===== src/rtl/dma_pkg.sv =====
// Shared types and constants for the IO device 2 fetch DMA channel.
// State encoding, default widths and the device index layout.
package dma_pkg;

    localparam int DATA_W    = 32;
    localparam int MEM_AW    = 13;
    localparam int BUF_DEPTH = 32;
    localparam int IO_CS_BIT = 8;
    localparam int IO_IDX_W  = 9;
    localparam int LEN_W     = 6;

    typedef enum logic [2:0] {
        IDLE,
        ARMED,
        READ,
        CAPT,
        CLR,
        WRITE,
        DONE
    } state_t;

    // Device index: chip select on top, zero-extended buffer word pointer below.
    function automatic logic [IO_IDX_W-1:0] io_idx(
        input logic             cs,
        input logic [LEN_W-1:0] w
    );
        io_idx = {cs, {(IO_IDX_W-1-LEN_W){1'b0}}, w};
    endfunction

endpackage


===== src/rtl/dma_io2_fetch.sv =====
// DMA channel: reads IO device 2 buffer words and writes them to memory.
// Define DMA_IO2_CLEAR_EN to zero each consumed device slot (4 cycles/word).
module dma_io2_fetch
    import dma_pkg::*;
#(
    parameter int DATA_W    = dma_pkg::DATA_W,
    parameter int MEM_AW    = dma_pkg::MEM_AW,
    parameter int BUF_DEPTH = dma_pkg::BUF_DEPTH
) (
    input  logic                clk,
    input  logic                rst,
    input  logic                cfg_start,
    input  logic [MEM_AW-1:0]   cfg_base,
    input  logic [LEN_W-1:0]    cfg_len,
    input  logic                gpio2,
    output logic                ack2,
    output logic [IO_IDX_W-1:0] index,
    output logic                iowrite2,
    input  logic [DATA_W-1:0]   io_rdata,
    output logic [DATA_W-1:0]   io_wdata,
    output logic                mem_we,
    output logic [MEM_AW-1:0]   mem_addr,
    output logic [DATA_W-1:0]   mem_wdata,
    output logic                busy,
    output logic                done,
    output logic [LEN_W-1:0]    xfer_cnt
);

    state_t                r_state;
    logic [LEN_W-1:0]      r_len;
    logic [LEN_W-1:0]      r_w;
    logic [MEM_AW-1:0]     r_a;
    logic                  r_ack2;
    logic [IO_IDX_W-1:0]   r_index;
    logic                  r_iowrite2;
    logic                  r_mem_we;
    logic [MEM_AW-1:0]     r_mem_addr;
    logic [DATA_W-1:0]     r_mem_wdata;
    logic                  r_busy;
    logic                  r_done;
    logic [LEN_W-1:0]      r_xfer_cnt;

    logic [LEN_W-1:0]      w_len;
    logic [LEN_W-1:0]      w_w_nxt;

    assign w_len   = (int'(cfg_len) > BUF_DEPTH) ? LEN_W'(BUF_DEPTH) : cfg_len;
    assign w_w_nxt = r_w + 1'b1;

    always_ff @(posedge clk) begin
        if (rst) begin
            r_state     <= IDLE;
            r_len       <= '0;
            r_w         <= '0;
            r_a         <= '0;
            r_ack2      <= 1'b0;
            r_index     <= '0;
            r_iowrite2  <= 1'b1;
            r_mem_we    <= 1'b0;
            r_mem_addr  <= '0;
            r_mem_wdata <= '0;
            r_busy      <= 1'b0;
            r_done      <= 1'b0;
            r_xfer_cnt  <= '0;
        end else begin
            case (r_state)
                IDLE: begin
                    if (cfg_start) begin
                        r_state    <= ARMED;
                        r_busy     <= 1'b1;
                        r_xfer_cnt <= '0;
                        r_w        <= '0;
                        r_a        <= cfg_base;
                        r_len      <= w_len;
                    end
                end
                ARMED: begin
                    // Request level only matters here; a later drop does not stall.
                    if (r_len == '0) begin
                        r_state <= DONE;
                        r_done  <= 1'b1;
                        r_busy  <= 1'b0;
                    end else if (gpio2) begin
                        r_state    <= READ;
                        r_ack2     <= 1'b1;
                        r_index    <= io_idx(1'b1, r_w);
                        r_iowrite2 <= 1'b0;
                    end
                end
                READ: begin
                    r_state <= CAPT;
                end
                CAPT: begin
                    r_mem_wdata <= io_rdata;
`ifdef DMA_IO2_CLEAR_EN
                    r_state    <= CLR;
                    r_iowrite2 <= 1'b1;
`else
                    r_state    <= WRITE;
                    r_mem_we   <= 1'b1;
                    r_mem_addr <= r_a;
                    r_index    <= io_idx(1'b0, r_w);
                    r_iowrite2 <= 1'b1;
`endif
                end
                CLR: begin
                    r_state    <= WRITE;
                    r_mem_we   <= 1'b1;
                    r_mem_addr <= r_a;
                    r_index    <= io_idx(1'b0, r_w);
                end
                WRITE: begin
                    r_mem_we   <= 1'b0;
                    r_w        <= w_w_nxt;
                    r_a        <= r_a + 1'b1;
                    r_xfer_cnt <= r_xfer_cnt + 1'b1;
                    if (w_w_nxt == r_len) begin
                        r_state <= DONE;
                        r_done  <= 1'b1;
                        r_ack2  <= 1'b0;
                        r_busy  <= 1'b0;
                        r_index <= '0;
                    end else begin
                        r_state    <= READ;
                        r_index    <= io_idx(1'b1, w_w_nxt);
                        r_iowrite2 <= 1'b0;
                    end
                end
                DONE: begin
                    r_state <= IDLE;
                    r_done  <= 1'b0;
                end
                default: begin
                    r_state <= IDLE;
                end
            endcase
        end
    end

    assign ack2      = r_ack2;
    assign index     = r_index;
    assign iowrite2  = r_iowrite2;
    assign io_wdata  = '0;
    assign mem_we    = r_mem_we;
    assign mem_addr  = r_mem_addr;
    assign mem_wdata = r_mem_wdata;
    assign busy      = r_busy;
    assign done      = r_done;
    assign xfer_cnt  = r_xfer_cnt;

endmodule

===== config.mk =====
export PLATFORM = sky130hd
export DESIGN_NAME = dma_io2_fetch
export DESIGN_NICKNAME = d
export VERILOG_FILES = /design/src/rtl/dma_pkg.sv /design/src/rtl/dma_io2_fetch.sv
export SDC_FILE = /design/constraint.sdc
export NUM_CORES = 1
export LEC_CHECK = 0
export ABC_AREA = 1
export CORE_ASPECT_RATIO = 0.9
export CORE_MARGIN = 4
export CORE_UTILIZATION = 45
export CTS_CLUSTER_DIAMETER = 50
export CTS_CLUSTER_SIZE = 8
export DETAILED_ROUTE_END_ITERATION = 8
export PLACE_DENSITY = 0.8
export SLEW_MARGIN = 10
export SYNTH_ARGS = -nofsm -noshare
export SYNTH_HDL_FRONTEND = slang
export SYNTH_SLANG_ARGS = --single-unit

===== constraint.sdc =====
create_clock -name clk -period 2.3 [get_ports clk]
set_clock_uncertainty 0.2 [all_clocks]
set_input_delay 0.69 -clock clk [delete_from_list [all_inputs] [get_ports clk]]
set_output_delay 0.69 -clock clk [all_outputs]
set_load 0.03 [all_outputs]

==> flow_summary.yaml, run 1 <==
drt:
  ant_nets: 0
  drt_wl_total_mm: 11.74
  firstDrtPassIters: 5
  route.vias.total: 4106
  vias_per_cell: 5.075
  drc: 0
  routedWlPerCell_um: 14.51
  first_iter_violations: 223
critical_path:
  worst-path-buf-inv: 1
  critical_path.top_delay_family: "buffers and inverters"
  slowest_stage: "clkdlybuf4s50_1"
  critical_path.startpoint_type: "register"
  timing_worst_setup_path_type: "register to output pin"
  crit_path_max_fanout: 2
  setup.worst_path.end_class: "output pin"
  cp_cell_sequence: "clkdlybuf4s50_1"
  largest_stage_delay_on_the_critical_path_ps: 670
  required_time_of_the_worst_setup_path_ps: 1410
  worstPathArrival_ps: 1370
finish:
  n_antenna_cell: 0
  fraction_of_final_layout_cells_with_drive_strength_greater_than_1_pct: 8.879
  synthToLayoutAreaGrowth_pct: 32.92
  final_cell_count_no_fill: 809
  layout_commonest_cell: "dfxtp_1"
  mostFrequentLayoutCells: "dfxtp_1, nor2_1, nand2_1"
  post_layout_instance_area_um2: 5709
  finalNetCount: 740
clocking:
  cts.sinks: 91
  h-tree-depth: 3
  cts_inserted_buffers: 9
  clock-root-buffer: "clkbuf_8"
  tritoncts: "done"
  cts_buffer_depth: 2
  clock_insertion_delay_worst_skew_ps: 360
  postCtsSetupBuffers: 0
  clk_pin_slew_ps: 90
flow_run:
  max_cap_viol_count: 0
placement:
  dp_slack_ps: -79.63
  detailed_place.area_um2: 5455
  dp_cells: 793
  dp_hpwl_mm: 8.619
  gp_congestion: 0.8744
  io_buffers: 117
pwr:
  static_leak_nw: 2.896
  vdd_drop_max_uv: 695.7
  cellPowerDensity_nw_per_um2: 1065
  power.total_mw: 6.080
timing:
  max_slew.worst_pin.slew_ps: 1013
  hold_slack_ps: 251.6
  final.period_utilization_pct: 98.37
  timing.final.crit_period_ps: 2263
  setup-violations-final: 0
  maxClockFrequency_mhz: 442.0
  timing.final.ws_setup_ps: 37.43
  finalHoldViolCount: 0
  final-max-slew-violation-count: 0
  grt_setup_unrepaired: "false"
  timing.slew.headroom_pct: 32.42
synth:
  yosysSeqAreaShare_pct: 42.41
  synth_adder_area_share_pct: 0.8739
  ys_seq_elements: 91
  synth_compound_gate_area_share_pct: 17.56
  synthXorXnorAreaFrac_pct: 0.8156
  synth.yosys.warnings: 0
  syn-mean-instance-area_um2: 7.536
  post_synth_mux_area_share_pct: 0
  post_synth_inst_count: 570
  largest_family_of_logic_cells_by_synthesized_area: "simple AND/OR/NAND/NOR gates"
  syn-cell-area_um2: 4295
  yosysUniqueCellTypes: 41
  area_share_of_and_or_nand_nor_cells_after_synthesis_pct: 24.09
floorplanning:
  floorplan.die_area_um2: 11170
  initial_cell_density_of_the_core_pct: 46.65
  placementRows: 33
  placeableCoreArea_um2: 9208
  ioPinCount: 152
  die-height_um: 100.7
  die_w_um: 111.0
grt:
  grt_max_degree: 42
  vias_in_the_first_global_route: 3896
  antenna_found_initial: 0
  grt_first_pass_wirelength_mm: 18.52
  track_usage_pct: 20.21
  globalRoute.totalOverflow: 0
hold_path:
  worstHoldPathType: "register to register"
run_status:
  run_status: "completed"
worst register-to-register path, cell delays in order, from the launching register on:
cell and delay [ps]:
dfxtp_1 460, ha_1 290, nand2_1 90, nand2_1 110, nand2_1 50, nand2_1 60
nand3_1 80, nor2_1 170, nand3_2 180, a31oi_1 240
timing repair:
action                     CTS  global route
setup endpoints to repair   28            32
hold buffers                 0             0
pin swaps                    0             0
resized for setup           28            32
per-stage QoR:
step	TNS, ps	util [%]
6_report	0	62.01
5_1_grt	0	62.01
4_1_cts	0	61.14
3_5_place_dp	-345.4	59.25
3_3_place_gp	0	59.25
2_1_floorplan	0	-
cell usage after synthesis, drive strengths merged:
cell type	number	area share, %
nor2	93	8.9
dfxtp	91	42
nand2	89	8.2
o21ai	64	7.8
buf	49	8.7
inv	48	4.3
a21oi	42	5.1
nand3	34	4.5
clkbuf	13	1.2
o211ai	7	1.2
a31oi	6	0.87
nand4	5	0.73
a211oi	4	0.70
xor2	4	0.82
ha	3	0.87
nor3	3	0.58
o221ai	3	0.61
or2	3	0.44
a221oi	2	0.55
o21a	2	0.35
a22oi	1	0.17
conb	1	0.087
nand3b	1	0.17
nor4	1	0.50
o41ai	1	0.20
power breakdown:
| group | total (mW) | internal [mW] | switching, mW |
|---|---|---|---|
| Combinational | 2.72 | 0.976 | 1.75 |
| Clock | 1.15 | 0.523 | 0.626 |
| Sequential | 2.21 | 1.95 | 0.258 |
cell type report:
class                   instances  area [um^2]
clock buffers                   9        123.9
clock inverters                 7        85.08
fillers                       808         3498
inverters                      48        185.2
multi-input cells             402         1989
flip-flops and latches         91         1822
well taps                     122        152.6
repair buffers                130         1351
sequential cells by signal, indices dropped and copies added, names as in the netlist:
register	cells
mem_we	1
done	1
r_state	3
iowrite2	1
busy	1
xfer_cnt	6
r_len	6
index	7
r_w	6
mem_wdata	32
ack2	1
r_a	13
mem_addr	13
per-layer routing:
metal  GRT usage, %  vias to the layer above  wire length [um]  share of wire, %
li1               -                     2023                 -                 -
met1          24.00                     1885              4692                40
met2          35.77                      173              5966                51
met3          5.042                       25               802               6.8
met4          7.197                        0               276               2.4
met5              0                        -                 0                 0
final timing paths:
path | to | slack, ps | cells after the start | start
worst min-delay path | busy | 250 | 2 | busy
worst min register to register | busy | 250 | 2 | busy
worst max-delay path | mem_wdata[10] | 40 | 1 | mem_wdata[10]
worst max register to register | r_state[2] | 280 | 9 | r_w[0]
cells by family (layout without fill, tap and decap cells):
| family | after synthesis | after routing |
|---|---|---|
| AND/OR/NAND/NOR | 229 | 229 |
| XOR/XNOR | 4 | 4 |
| buffers and inverters | 110 | 194 |
| adder cells (fa/ha/maj) | 3 | 3 |
| AO/OA/AOI/OAI | 132 | 132 |
| flip-flops | 91 | 91 |
| other | 1 | 34 |
Note: power is estimated with default switching activity, not from simulation.
==> run 2, diff against run 1 <==
--- a/config.mk
+++ b/config.mk
@@ -8,3 +8,3 @@
 export ABC_AREA = 1
-export CORE_ASPECT_RATIO = 0.9
+export CORE_ASPECT_RATIO = 0.6
 export CORE_MARGIN = 4
--- a/constraint.sdc
+++ b/constraint.sdc
@@ -4,2 +4,2 @@
 set_output_delay 0.69 -clock clk [all_outputs]
-set_load 0.03 [all_outputs]
+set_load 0.01 [all_outputs]
==> flow_summary.yaml, run 2 (same netlist as run 1, synthesis figures left out) <==
run_status:
  run_status: "completed"
floorplanning:
  ioPinCount: 152
  placeableCoreArea_um2: 9223
  placementRows: 27
  die_w_um: 134.1
  die-height_um: 83.68
  initial_cell_density_of_the_core_pct: 46.57
  floorplan.die_area_um2: 11220
timing:
  grt_setup_unrepaired: "false"
  final-max-slew-violation-count: 0
  max_slew.worst_pin.slew_ps: 523.7
  setup-violations-final: 0
  timing.slew.headroom_pct: 64.63
  maxClockFrequency_mhz: 448.5
  finalHoldViolCount: 0
  final.period_utilization_pct: 96.94
  timing.final.crit_period_ps: 2230
drt:
  drt_wl_total_mm: 11.67
  drc: 0
  ant_nets: 0
  route.vias.total: 4045
  vias_per_cell: 4.945
  firstDrtPassIters: 5
  routedWlPerCell_um: 14.26
  first_iter_violations: 318
critical_path:
  worstPathArrival_ps: 1340
  crit_path_max_fanout: 5
  setup.worst_path.end_class: "output pin"
  r2r_setup_slk_ps: 330
  critical_path.top_delay_family: "buffers and inverters"
  r2r_start: "r_w[0]"
  largest_stage_delay_on_the_critical_path_ps: 580
  worst-r2r-cell-count: 10
  regToRegEndpoint: "index[0]"
  critical_path.startpoint_type: "register"
  required_time_of_the_worst_setup_path_ps: 1410
  slowest_stage: "clkdlybuf4s50_1"
  worst-path-buf-inv: 1
  cp_cell_sequence: "clkdlybuf4s50_1"
  timing_worst_setup_path_type: "register to output pin"
hold_path:
  worstHoldPathType: "register to register"
  holdPathEnd: "iowrite2"
  whs_path_depth: 2
  worst_hold_startpoint: "iowrite2"
finish:
  largest_register_ffs: 32
  layout_commonest_cell: "clkdlybuf4s50_1"
  finalNetCount: 741
  area_of_the_multi_input_gates_um2: 1989
  n_antenna_cell: 0
  fraction_of_final_layout_cells_with_drive_strength_greater_than_1_pct: 9.012
  synthToLayoutAreaGrowth_pct: 34.75
  fillCellCount: 809
  area.sequential_um2: 1823
  mostFrequentLayoutCells: "clkdlybuf4s50_1, dfxtp_1, nor2_1"
  final_cell_count_no_fill: 818
clocking:
  clock_insertion_delay_worst_skew_ps: 340
  hold_buffer_count_at_cts: 0
  clk_pin_slew_ps: 70
  h-tree-depth: 3
  cts_inserted_buffers: 9
  tritoncts: "done"
  cts.sinks: 91
  cts_buffer_depth: 2
  clock-root-buffer: "clkbuf_16"
grt:
  antenna_found_initial: 0
  globalRoute.totalOverflow: 0
  track_usage_pct: 20.21
  grt_first_pass_wirelength_mm: 18.56
  grt_max_degree: 49
  vias_in_the_first_global_route: 3723
pwr:
  vdd_drop_max_uv: 590.9
  cellPowerDensity_nw_per_um2: 1071
  power.total_mw: 6.200
  static_leak_nw: 2.262
placement:
  dp_cells: 802
  gp_congestion: 0.8744
  io_buffers: 117
  dp_hpwl_mm: 8.839
flow_run:
  max_cap_viol_count: 0
==> run 2: cell types whose count changed in the layout (fill, tap and decap cells not counted), sizes merged, moves of 2 or more <==
| cell | change |
|---|---|
| dlymetal6s2s | -32 |
| dlygate4sd2 | -28 |
| inv | -2 |
| clkdlybuf4s50 | +60 |
| clkbuf | +2 |
==> run 2: per-stage QoR <==
step | utilization (%) | hold slack, ps | TNS (ps) | instance area, um^2 | setup WS (ps)
finish | 62.76 | 258.8 | 0 | 5788 | 70.42
CTS | 62.75 | 256.2 | 0 | 5787 | 57.55
global placement | 59.21 | 241.3 | -21.17 | 5460 | -18.29
floorplan | - | 251.6 | 0 | 4419 | 478.4
global route | 62.76 | 287.0 | 0 | 5788 | 6.916
detailed placement | 59.21 | 246.4 | -734.4 | 5460 | -128.3
==> run 2: area by class of cell <==
type / count / area share (%)
inverters: 48 / 3.199
multi-input cells: 402 / 34.37
well taps: 130 / 2.810
repair buffers: 131 / 22.48
flip-flops and latches: 91 / 31.50
clock inverters: 5 / 1.448
clock buffers: 11 / 4.194
==> run 2: worst reg2reg max path: cells and delay by family (launching register included) <==
kind	cells	cell delay, ps
AO/OA/AOI/OAI	1	60
buffers and inverters	1	60
adder cells (fa/ha/maj)	1	420
flip-flops	1	370
AND/OR/NAND/NOR	7	730
==> run 2: report_power, final <==
part | internal (mW) | total [mW] | switching, mW
registers | 1.95 | 2.22 | 0.271
logic | 1.07 | 2.38 | 1.31
clock network | 0.986 | 1.59 | 0.605
==> run 2: timing repair <==
item                       4_1_cts  5_1_grt
setup endpoints to repair        0        1
setup buffers                    0        0
resized for setup                0        1
==> run 2: worst max-delay path by stage <==
stage                      startpoint     endpoint  depth (start not counted)
after detailed placement    cfg_start     r_len[1]                          6
after global placement      cfg_start       r_a[9]                          7
after global routing      xfer_cnt[0]  xfer_cnt[0]                          1
after CTS                 xfer_cnt[0]  xfer_cnt[0]                          1
final                     xfer_cnt[0]  xfer_cnt[0]                          1
after floorplan                   rst  mem_addr[8]                          6
==> run 2: per-layer routing <==
layer	routed length, um	track usage (%)
met2	5195	30.74
met5	0	0
met3	1082	6.988
met4	77	4.344
met1	5313	27.83
==> run 3, diff against run 2 <==
- CORE_UTILIZATION: 45 -> 49
- PLACE_DENSITY: 0.8 -> 0.86
- clock period: 2.3 -> 2.6 ns (I/O delays scaled with it)
==> flow_summary.yaml, run 3 (same netlist as run 1, synthesis figures left out) <==
critical_path:
  critical_path.top_delay_family: "buffers and inverters"
  critical_path.startpoint_type: "register"
  setup.worst_path.end_class: "output pin"
  cp_cell_sequence: "clkdlybuf4s50_1"
  crit_path_max_fanout: 5
  timing_worst_setup_path_type: "register to output pin"
  required_time_of_the_worst_setup_path_ps: 1620
  worst-path-buf-inv: 1
  slowest_stage: "clkdlybuf4s50_1"
  r2r_start: "r_w[1]"
  worstSetupStartpoint: "xfer_cnt[0]"
  largest_stage_delay_on_the_critical_path_ps: 570
  worstPathArrival_ps: 1320
grt:
  grt_first_pass_wirelength_mm: 17.92
  globalRoute.totalOverflow: 0
  grt_max_degree: 61
  vias_in_the_first_global_route: 3658
  antenna_found_initial: 0
  track_usage_pct: 21.65
timing:
  final-max-slew-violation-count: 0
  grt_setup_unrepaired: "false"
  setup-violations-final: 0
  maxClockFrequency_mhz: 434.9
  finalHoldViolCount: 0
  timing.final.crit_period_ps: 2299
  timing.slew.headroom_pct: 34.09
  setup_total_negative_slack_ps: 0
  hold_slack_ps: 244.8
  max_slew.worst_pin.slew_ps: 987.6
  final.period_utilization_pct: 88.43
finish:
  largest_register_ffs: 32
  post_layout_instance_area_um2: 5699
  mostFrequentLayoutCells: "clkdlybuf4s50_1, dfxtp_1, nor2_1"
  synthToLayoutAreaGrowth_pct: 32.68
  fraction_of_final_layout_cells_with_drive_strength_greater_than_1_pct: 8.480
  layout.core_utilization_pct: 66.87
  n_antenna_cell: 0
  finalNetCount: 737
  layout_commonest_cell: "clkdlybuf4s50_1"
drt:
  firstDrtPassIters: 5
  drc: 0
  routedWlPerCell_um: 14.47
  ant_nets: 0
  first_iter_violations: 315
  route.vias.total: 4084
  vias_per_cell: 5.131
  drt_wl_total_mm: 11.52
pwr:
  vdd_drop_max_uv: 489.7
  power.total_mw: 5.341
  power.share.sequential_pct: 36.9
  combPwrFrac_pct: 38.6
  share_clk_of_total_power_pct: 24.5
  cellPowerDensity_nw_per_um2: 937.1
  switching_power_mw: 1.952
  switching_share_pct: 36.55
  static_leak_nw: 2.232
  internal-power_mw: 3.388
floorplanning:
  ioPinCount: 152
  die-height_um: 80.53
  floorplan.die_area_um2: 10380
  placeableCoreArea_um2: 8523
  die_w_um: 128.9
  placementRows: 26
  initial_cell_density_of_the_core_pct: 50.40
clocking:
  postCtsSetupBuffers: 0
  tritoncts: "done"
  clk_pin_slew_ps: 60
  cts.sinks: 91
  hold_buffer_count_at_cts: 0
  h-tree-depth: 3
  cts-resized-gates: 0
  clock-root-buffer: "clkbuf_16"
  cts_inserted_buffers: 9
  clock_insertion_delay_worst_skew_ps: 340
  cts_buffer_depth: 2
placement:
  io_buffers: 117
  detailed_place.area_um2: 5395
  gp_congestion: 0.9738
  dp_hpwl_mm: 8.632
hold_path:
  worstHoldPathType: "register to register"
  worst_hold_startpoint: "iowrite2"
run_status:
  run_status: "completed"
flow_run:
  max_cap_viol_count: 0
run 3: layout make-up:
cell class,count,area [um^2]
fillers,739,2824
multi-input cells,402,1989
flip-flops and latches,91,1822
repair buffers,127,1259
clock buffers,10,239.0
inverters,48,185.2
well taps,112,140.1
clock inverters,6,65.06
run 3: routing by layer:
metal / routed length [um] / vias up / GRT usage [%]
met1: 5029 / 1889 / 28.47
met4: 95 / 0 / 5.136
met3: 1071 / 13 / 7.641
met5: 0 / - / 0
met2: 5321 / 156 / 34.09
li1: - / 2026 / -
run 3: worst register-to-register path, stage by stage, from the launching register on:
cell     delay, ps
dfxtp_1        460
ha_1           360
nand2_1        120
nand2_1         50
nor2_1         100
nand3_1        110
nor2_1         190
nand3_2        190
nand3_1        130
a21oi_1         70
run 3: path summary, 6_finish.rpt:
check | end | slack (ps) | cells after the start
setup / recovery | xfer_cnt[0] | 300 | 1
setup reg to reg | index[0] | 500 | 9
hold / removal | iowrite2 | 240 | 2
hold reg to reg | iowrite2 | 240 | 2
run 3: through the flow:
| step | cells | setup WS, ps |
|---|---|---|
| floorplan | 603 | 688.4 |
| finish | 796 | 300.8 |
| global placement | 780 | 226.9 |
| CTS | 796 | 285.7 |
| global route | 796 | 240.1 |
| detailed placement | 780 | 121.9 |
run 3: power groups by stage:
stage / registers, mW / clock network, mW / logic (mW)
finish: 1.97 / 1.31 / 2.06
global route: 2.01 / 1.41 / 2.28
CTS: 1.97 / 1.34 / 2.05
detailed placement: 1.99 / 0 / 2.04
global placement: 1.97 / 0 / 1.97
floorplan: 2.05 / 0 / 1.21
